--- src/rtl/dispatch_stage.sv ---
// dispatch_stage: one-entry dispatch buffer that resolves operands from the regfile/CDB, renames rd and hands off to RS or LSB
// Ports: clk/rst/rdy/flush control; in_* decoded instruction with in_valid/in_ready handshake;
// rs*_to_reg/*_from_reg regfile read; rd_*_to_reg/rd_wr_en rename; cdb_* broadcast snoop;
// rs_ready/lsb_ready downstream space; out_valid_rs/out_valid_ls and out_* held instruction.
module dispatch_stage #(
  parameter int ROB_W = 4,
  parameter int CDB_N = 2
) (
  input  logic                     clk,
  input  logic                     rst,
  input  logic                     rdy,
  input  logic                     flush,
  input  logic                     in_valid,
  output logic                     in_ready,
  input  logic [ROB_W-1:0]         in_entry,
  input  logic [31:0]              in_pc,
  input  logic [4:0]               in_rd,
  input  logic [4:0]               in_rs1,
  input  logic [4:0]               in_rs2,
  input  logic [31:0]              in_imm,
  input  logic [5:0]               in_op,
  input  logic                     in_is_ls,
  output logic [4:0]               rs1_to_reg,
  output logic [4:0]               rs2_to_reg,
  output logic [4:0]               rd_to_reg,
  output logic [ROB_W-1:0]         rd_tag_to_reg,
  output logic                     rd_wr_en,
  input  logic [31:0]              Vj_from_reg,
  input  logic [31:0]              Vk_from_reg,
  input  logic                     Qj_busy_from_reg,
  input  logic                     Qk_busy_from_reg,
  input  logic [ROB_W-1:0]         Qj_from_reg,
  input  logic [ROB_W-1:0]         Qk_from_reg,
  input  logic [CDB_N-1:0]         cdb_valid,
  input  logic [CDB_N*ROB_W-1:0]   cdb_tag,
  input  logic [CDB_N*32-1:0]      cdb_value,
  input  logic                     rs_ready,
  input  logic                     lsb_ready,
  output logic                     out_valid_rs,
  output logic                     out_valid_ls,
  output logic [ROB_W-1:0]         out_entry,
  output logic [31:0]              out_pc,
  output logic [4:0]               out_rd,
  output logic [31:0]              out_imm,
  output logic [5:0]               out_op,
  output logic [31:0]              out_Vj,
  output logic [31:0]              out_Vk,
  output logic                     out_Qj_busy,
  output logic                     out_Qk_busy,
  output logic [ROB_W-1:0]         out_Qj,
  output logic [ROB_W-1:0]         out_Qk
);
  logic hv_q, hv_d, is_ls_q, is_ls_d, bj_q, bj_d, bk_q, bk_d;
  logic [ROB_W-1:0] entry_q, entry_d, qj_q, qj_d, qk_q, qk_d;
  logic [31:0] pc_q, pc_d, imm_q, imm_d, vj_q, vj_d, vk_q, vk_d;
  logic [4:0] rd_q, rd_d;
  logic [5:0] op_q, op_d;
  logic drain, capture;
  logic [32:0] cap_j, cap_k, snp_j, snp_k;
  // {hit, value}; scanning downward lets the lowest-index matching channel win
  function automatic logic [32:0] cdb_hit(input logic [ROB_W-1:0] tag, input logic [CDB_N-1:0] v,
                                          input logic [CDB_N*ROB_W-1:0] t, input logic [CDB_N*32-1:0] d);
    logic [32:0] r;
    r = '0;
    for (int i = CDB_N - 1; i >= 0; i--)
      if (v[i] && t[i*ROB_W +: ROB_W] == tag) r = {1'b1, d[i*32 +: 32]};
    return r;
  endfunction
  assign out_valid_rs  = hv_q & ~is_ls_q;
  assign out_valid_ls  = hv_q & is_ls_q;
  assign drain         = (out_valid_rs & rs_ready) | (out_valid_ls & lsb_ready);
  assign in_ready      = rdy & ~flush & ~rst & (~hv_q | drain);
  assign capture       = in_valid & in_ready;
  assign rd_wr_en      = capture & (|in_rd);
  assign rs1_to_reg    = in_rs1;
  assign rs2_to_reg    = in_rs2;
  assign rd_to_reg     = in_rd;
  assign rd_tag_to_reg = in_entry;
  assign out_entry     = entry_q;
  assign out_pc        = pc_q;
  assign out_rd        = rd_q;
  assign out_imm       = imm_q;
  assign out_op        = op_q;
  assign out_Vj        = vj_q;
  assign out_Vk        = vk_q;
  assign out_Qj_busy   = bj_q;
  assign out_Qk_busy   = bk_q;
  assign out_Qj        = qj_q;
  assign out_Qk        = qk_q;
  always_comb begin
    cap_j   = cdb_hit(Qj_from_reg, cdb_valid, cdb_tag, cdb_value);
    cap_k   = cdb_hit(Qk_from_reg, cdb_valid, cdb_tag, cdb_value);
    snp_j   = cdb_hit(qj_q, cdb_valid, cdb_tag, cdb_value);
    snp_k   = cdb_hit(qk_q, cdb_valid, cdb_tag, cdb_value);
    hv_d    = flush ? 1'b0 : capture ? 1'b1 : drain ? 1'b0 : hv_q;
    entry_d = capture ? in_entry : entry_q;
    pc_d    = capture ? in_pc : pc_q;
    rd_d    = capture ? in_rd : rd_q;
    imm_d   = capture ? in_imm : imm_q;
    op_d    = capture ? in_op : op_q;
    is_ls_d = capture ? in_is_ls : is_ls_q;
    vj_d    = capture ? (~|in_rs1 ? 32'd0 : (Qj_busy_from_reg & cap_j[32]) ? cap_j[31:0] : Vj_from_reg)
                      : (hv_q & bj_q & snp_j[32]) ? snp_j[31:0] : vj_q;
    vk_d    = capture ? (~|in_rs2 ? 32'd0 : (Qk_busy_from_reg & cap_k[32]) ? cap_k[31:0] : Vk_from_reg)
                      : (hv_q & bk_q & snp_k[32]) ? snp_k[31:0] : vk_q;
    bj_d    = capture ? (|in_rs1) & Qj_busy_from_reg & ~cap_j[32] : bj_q & ~(hv_q & snp_j[32]);
    bk_d    = capture ? (|in_rs2) & Qk_busy_from_reg & ~cap_k[32] : bk_q & ~(hv_q & snp_k[32]);
    qj_d    = capture ? (~|in_rs1 ? '0 : Qj_from_reg) : qj_q;
    qk_d    = capture ? (~|in_rs2 ? '0 : Qk_from_reg) : qk_q;
  end
  always_ff @(posedge clk) begin
    if (rst) begin
      {hv_q, is_ls_q, bj_q, bk_q, entry_q, qj_q, qk_q, pc_q, imm_q, vj_q, vk_q, rd_q, op_q} <= '0;
    end else if (rdy) begin
      hv_q    <= hv_d;
      is_ls_q <= is_ls_d;
      bj_q    <= bj_d;
      bk_q    <= bk_d;
      entry_q <= entry_d;
      qj_q    <= qj_d;
      qk_q    <= qk_d;
      pc_q    <= pc_d;
      imm_q   <= imm_d;
      vj_q    <= vj_d;
      vk_q    <= vk_d;
      rd_q    <= rd_d;
      op_q    <= op_d;
    end
  end
endmodule

--- config.mk ---
export PLATFORM = sky130hd
export DESIGN_NAME = dispatch_stage
export DESIGN_NICKNAME = d
export VERILOG_FILES = /design/src/rtl/dispatch_stage.sv
export SDC_FILE = /design/constraint.sdc
export NUM_CORES = 1
export LEC_CHECK = 0
export BUFFER_PORTS_ARGS = -buffer_cell sky130_fd_sc_hd__buf_2
export CAP_MARGIN = 20
export CORE_AREA = 8 8 159 161
export CTS_CLUSTER_SIZE = 8
export DETAILED_ROUTE_END_ITERATION = 8
export DIE_AREA = 0 0 167 169
export HOLD_SLACK_MARGIN = 0.08
export PLACE_DENSITY = 0.73
export SLEW_MARGIN = 20
export SYNTH_ARGS = -nofsm -noshare
export SYNTH_HDL_FRONTEND = slang
export SYNTH_SLANG_ARGS = --single-unit
--- constraint.sdc ---
create_clock -name clk -period 1.7 [get_ports clk]
set_input_delay 0.085 -clock clk [delete_from_list [all_inputs] [get_ports clk]]
set_output_delay 0.085 -clock clk [all_outputs]
set_load 0.02 [all_outputs]
==> results.txt <==
The run finished, with violations left. The checks that failed: setup timing. The area growth from synthesis to layout is 77.1%.

The final weighted congestion of routability-driven global placement came out at 0.961. The global-route usage over all layers came out at 30.5%. The filler cell count is 1644.

The final critical path takes up 124% of the cycle. The final cell count without fillers is 2053. Setup repair after global routing could not meet its margin everywhere.

The remaining routing DRC violations came out at 0. The met1 layer wirelength in the final routing is 17.6 mm. The worst-case clock skew came out at 0.0195 ns. The signal on the critical path passes through mux2i_4 -> a211oi_4 -> buf_4 -> nand2_2 -> buf_4 -> a311oi_1 -> o21ai_1 -> a221oi_2. The count of buffers inserted at the top-level ports came out at 420. The post-detailed-route via-to-cell ratio is 6.07.

The data arrival time of the critical path is 2.46 ns. Measured on the finished design, the core utilization comes to 69.2%. The die footprint came out at 28200 um2. The delay of the slowest critical-path stage is 0.37 ns.

The maximum level of the CTS H-tree is 4. The startpoint class of the critical path is a flip-flop. The slew of the pin with the lowest slew margin is 0.825 ns. The number of hold violations in the final report was 0. The category of the worst setup path capture point is a flip-flop. The final critical-path setup slack is -0.415 ns. The routed design uses 5.87 mm of met3 wire. The count of yosys warnings during synthesis came out at 0.

In this run the clock root is driven by a sky130_fd_sc_hd__clkbuf_16. The count of final max-slew check failures was 0. The required time of the critical path came out at 2.04 ns. The type of the setup path with the least slack is flip-flop to flip-flop. In the detailed route, the total length drawn on met2 is 23.5 mm. The HPWL after detailed placement came out at 29.9 mm. After the last flow step, the layout net total stands at 1991. The die width came out at 167 um. Detailed routing inserted a total of 12453 vias. The detailed router finished its first iteration with 1871 violations. The analysis attributes to cell leakage a power of 6.51 nW. The clock sink count is 155. The clock tree from TritonCTS is built. In this run the power density over the cells is 656 nW/um2. Among all stages on the critical path, the largest delay is contributed by sky130_fd_sc_hd__a211oi_4. The top routing layer in use is met5. The number of antenna violations at the first check in global routing came out at 6.

The total overflow reported by the global router came out at 0. The number of maximum-capacitance constraint violations came out at 0. The worst slew margin relative to its limit came out at 45.0%. The number of core rows is 56.

The synthesized instance count came out at 1117. The first-pass GRT wire length came out at 68.9 mm. The initial utilization of the core area, before any placement, comes to 39.1%. The clock slew at the register clock pins of the worst setup and hold paths is 0.07 ns. The total I/O pin count came out at 421. The worst hold path belongs to the class primary input to flip-flop. The via count of the first global-routing pass came out at 12237. The die span in y came out at 169 um. After layout, the design draws a total of 10.4 mW. The number of clock buffers inserted by TritonCTS came out at 17.

The worst-case vdd ir drop is 0.589 mV. The core outline area is 22900 um2. In the synthesized netlist the dominant register cell turns out to be sky130_fd_sc_hd__dfxtp_1. The final critical path time including I/O delays and setup is 2.12 ns. Summed over all layers, the routed wires come to 50.4 mm. The worst-path maximum fanout is 5. The average instance in the mapped netlist occupies 8.02 um2. The largest net degree at the start of global routing came out at 78. Counting tap cells, the placed design contains a total of 1807 instances.

The net count after synthesis came out at 1362. Sequential cells were found to cover 34.6% of the synthesized design area. Cells with a size suffix above 1 make up 45.8% of the layout. Counting flops with a built-in enable in the synthesized netlist gives 0. The setup slack after placement came out at -0.296 ns.

The first-pass detailed-route iteration total is 5. The fraction of synthesis flops using an asynchronous set or reset pin came out at 0%. Static timing analysis puts the maximum clock frequency at 0.473 GHz. The combined area of all synthesized cells came out at 8960 um2. The most frequent cell on the critical path is sky130_fd_sc_hd__buf_4.

The count of cell types in the netlist is 51. The worst-skew pair later-pin latency is 0.43 ns. Setup violations remaining at the end of the flow were counted as 144.

The average detailed-routed wire length per instance came out at 24.6 um. The post-route antenna net violation count came out at 0. The maximum buffer depth of the clock tree is 2.

The number of flip-flops and latches in the synthesized netlist is 155.
[worst paths after layout]
kind	depth (start not counted)	startpoint	slack (ns)	endpoint
worst max-delay path	8	is_ls_q$_SDFFE_PP0P_	-0.42	out_Vk[29]$_SDFFE_PP0P_
worst min-delay path	3	cdb_value[34]	0.08	out_Vk[2]$_SDFFE_PP0P_
worst max register to register	8	is_ls_q$_SDFFE_PP0P_	-0.42	out_Vk[29]$_SDFFE_PP0P_
worst min register to register	2	out_imm[12]$_SDFFE_PP0P_	0.46	out_imm[12]$_SDFFE_PP0P_
[repair_timing]
| item | 4_1_cts | 5_1_grt |
|---|---|---|
| buffers inserted | 8 | 25 |
| pin swaps | 3 | 36 |
| endpoints found under the hold margin | 133 | 0 |
| endpoints found under the setup margin | 126 | 156 |
| gates resized for setup | 50 | 132 |
| hold buffers | 159 | 0 |
| gates cloned | 4 | 21 |
[Yosys cell counts (all sizes together), types with 2 or more instances]
master	instances	share of area [%]
inv	62	2.6
nor3	10	0.61
and3	5	0.35
buf	62	4.5
nand2	168	7.1
mux2	27	3.4
a221oi	32	4.5
and4	2	0.20
xor2	14	1.4
o21ai	67	3.8
nand2b	6	0.42
and2	3	0.21
nor2	72	3.0
a32oi	3	0.29
xnor2	15	1.6
dfxtp	155	35
o2111ai	6	0.66
a21oi	85	4.9
nand3	74	4.1
clkbuf	64	2.7
o221ai	32	3.1
nor2b	2	0.14
a22oi	40	3.4
nand3b	2	0.17
a311oi	59	7.7
o211ai	38	3.2
nor4	2	0.21
a211o	2	0.20
[worst max-delay path: cells and delay by family (launching register included)]
kind	cells	cell delay (ns)
AOI/OAI and AO/OA	4	0.96
buffers and inverters	2	0.39
and+or+nand+nor	1	0.14
muxes	1	0.20
DFF	1	0.34
[power breakdown]
part | leakage, nW | switching, mW | internal (mW) | total, mW
clock | 0.309 | 1.87 | 2.38 | 4.25
sequential | 1.26 | 0.0644 | 3.73 | 3.79
combinational | 4.94 | 1.29 | 1.07 | 2.36
[through the flow]
step | cell area, um2 | setup TNS [ns] | hold WS, ns
detailed placement | 12000 | -19.89 | 0.330
floorplan | 9060 | -2.81 | 0.213
global route | 15900 | -38.70 | 0.0934
global placement | 12000 | -16.12 | 0.325
CTS | 14600 | -23.42 | 0.0808
finish | 15900 | -32.63 | 0.0836
[layer usage]
metal  GRT usage [%]  vias up
met5               0        -
met4            20.1        8
met3            9.29      273
met2            49.6     1050
met1            34.2     5778
li1                -     5344
[logic make-up (layout without fill, tap and decap cells)]
logic type | after synthesis | count (layout) | share of synthesized area, %
DFF | 155 | 155 | 34.6
muxes | 28 | 28 | 3.55
xor gates and xnor gates | 29 | 29 | 2.92
other | 0 | 4 | 0
and+or+nand+nor | 347 | 348 | 16.7
buffers and inverters | 188 | 829 | 9.78
AOI/OAI and AO/OA | 370 | 370 | 32.4
[layout make-up]
class                           instances  area [um2]  area share, %
Multi-Input combinational cell        775        5770           36.3
Antenna cell                            4        10.0         0.0631
Tap cell                              290         363           2.29
Timing Repair Buffer                  735        5750           36.2
Clock buffer                           17         425           2.68
Inverter                               62         233           1.47
Sequential cell                       155        3120           19.6
Clock inverter                         15         203           1.28
[state kept, by name (all words and copies together), names as in the netlist]
register and cells:
out_entry 4, out_Qk 4, out_Qk_busy 1, hv_q 1, out_Qj_busy 1, is_ls_q 1
out_imm 32, out_op 6, out_Vk 32, out_Vj 32, out_rd 5, out_pc 32
out_Qj 4
[layout by cell type, fill, tap and decap left out, drive strengths merged, types with 3 or more instances in the layout]
cell type	synthesis	final
buf	62	561
nand2	168	169
dlygate4sd3	0	159
dfxtp	155	155
a21oi	85	85
nand3	74	74
nor2	72	72
inv	62	70
o21ai	67	67
a311oi	59	59
a22oi	40	40
o211ai	38	38
clkbuf	64	32
a221oi	32	32
o221ai	32	32
mux2	27	27
xnor2	15	15
xor2	14	14
nor3	10	10
nand2b	6	6
o2111ai	6	6
and3	5	5
diode	0	4
clkinv	0	4
a32oi	3	3
bufinv	0	3
and2	3	3
No activity file was read; power rests on OpenSTA's default activity.
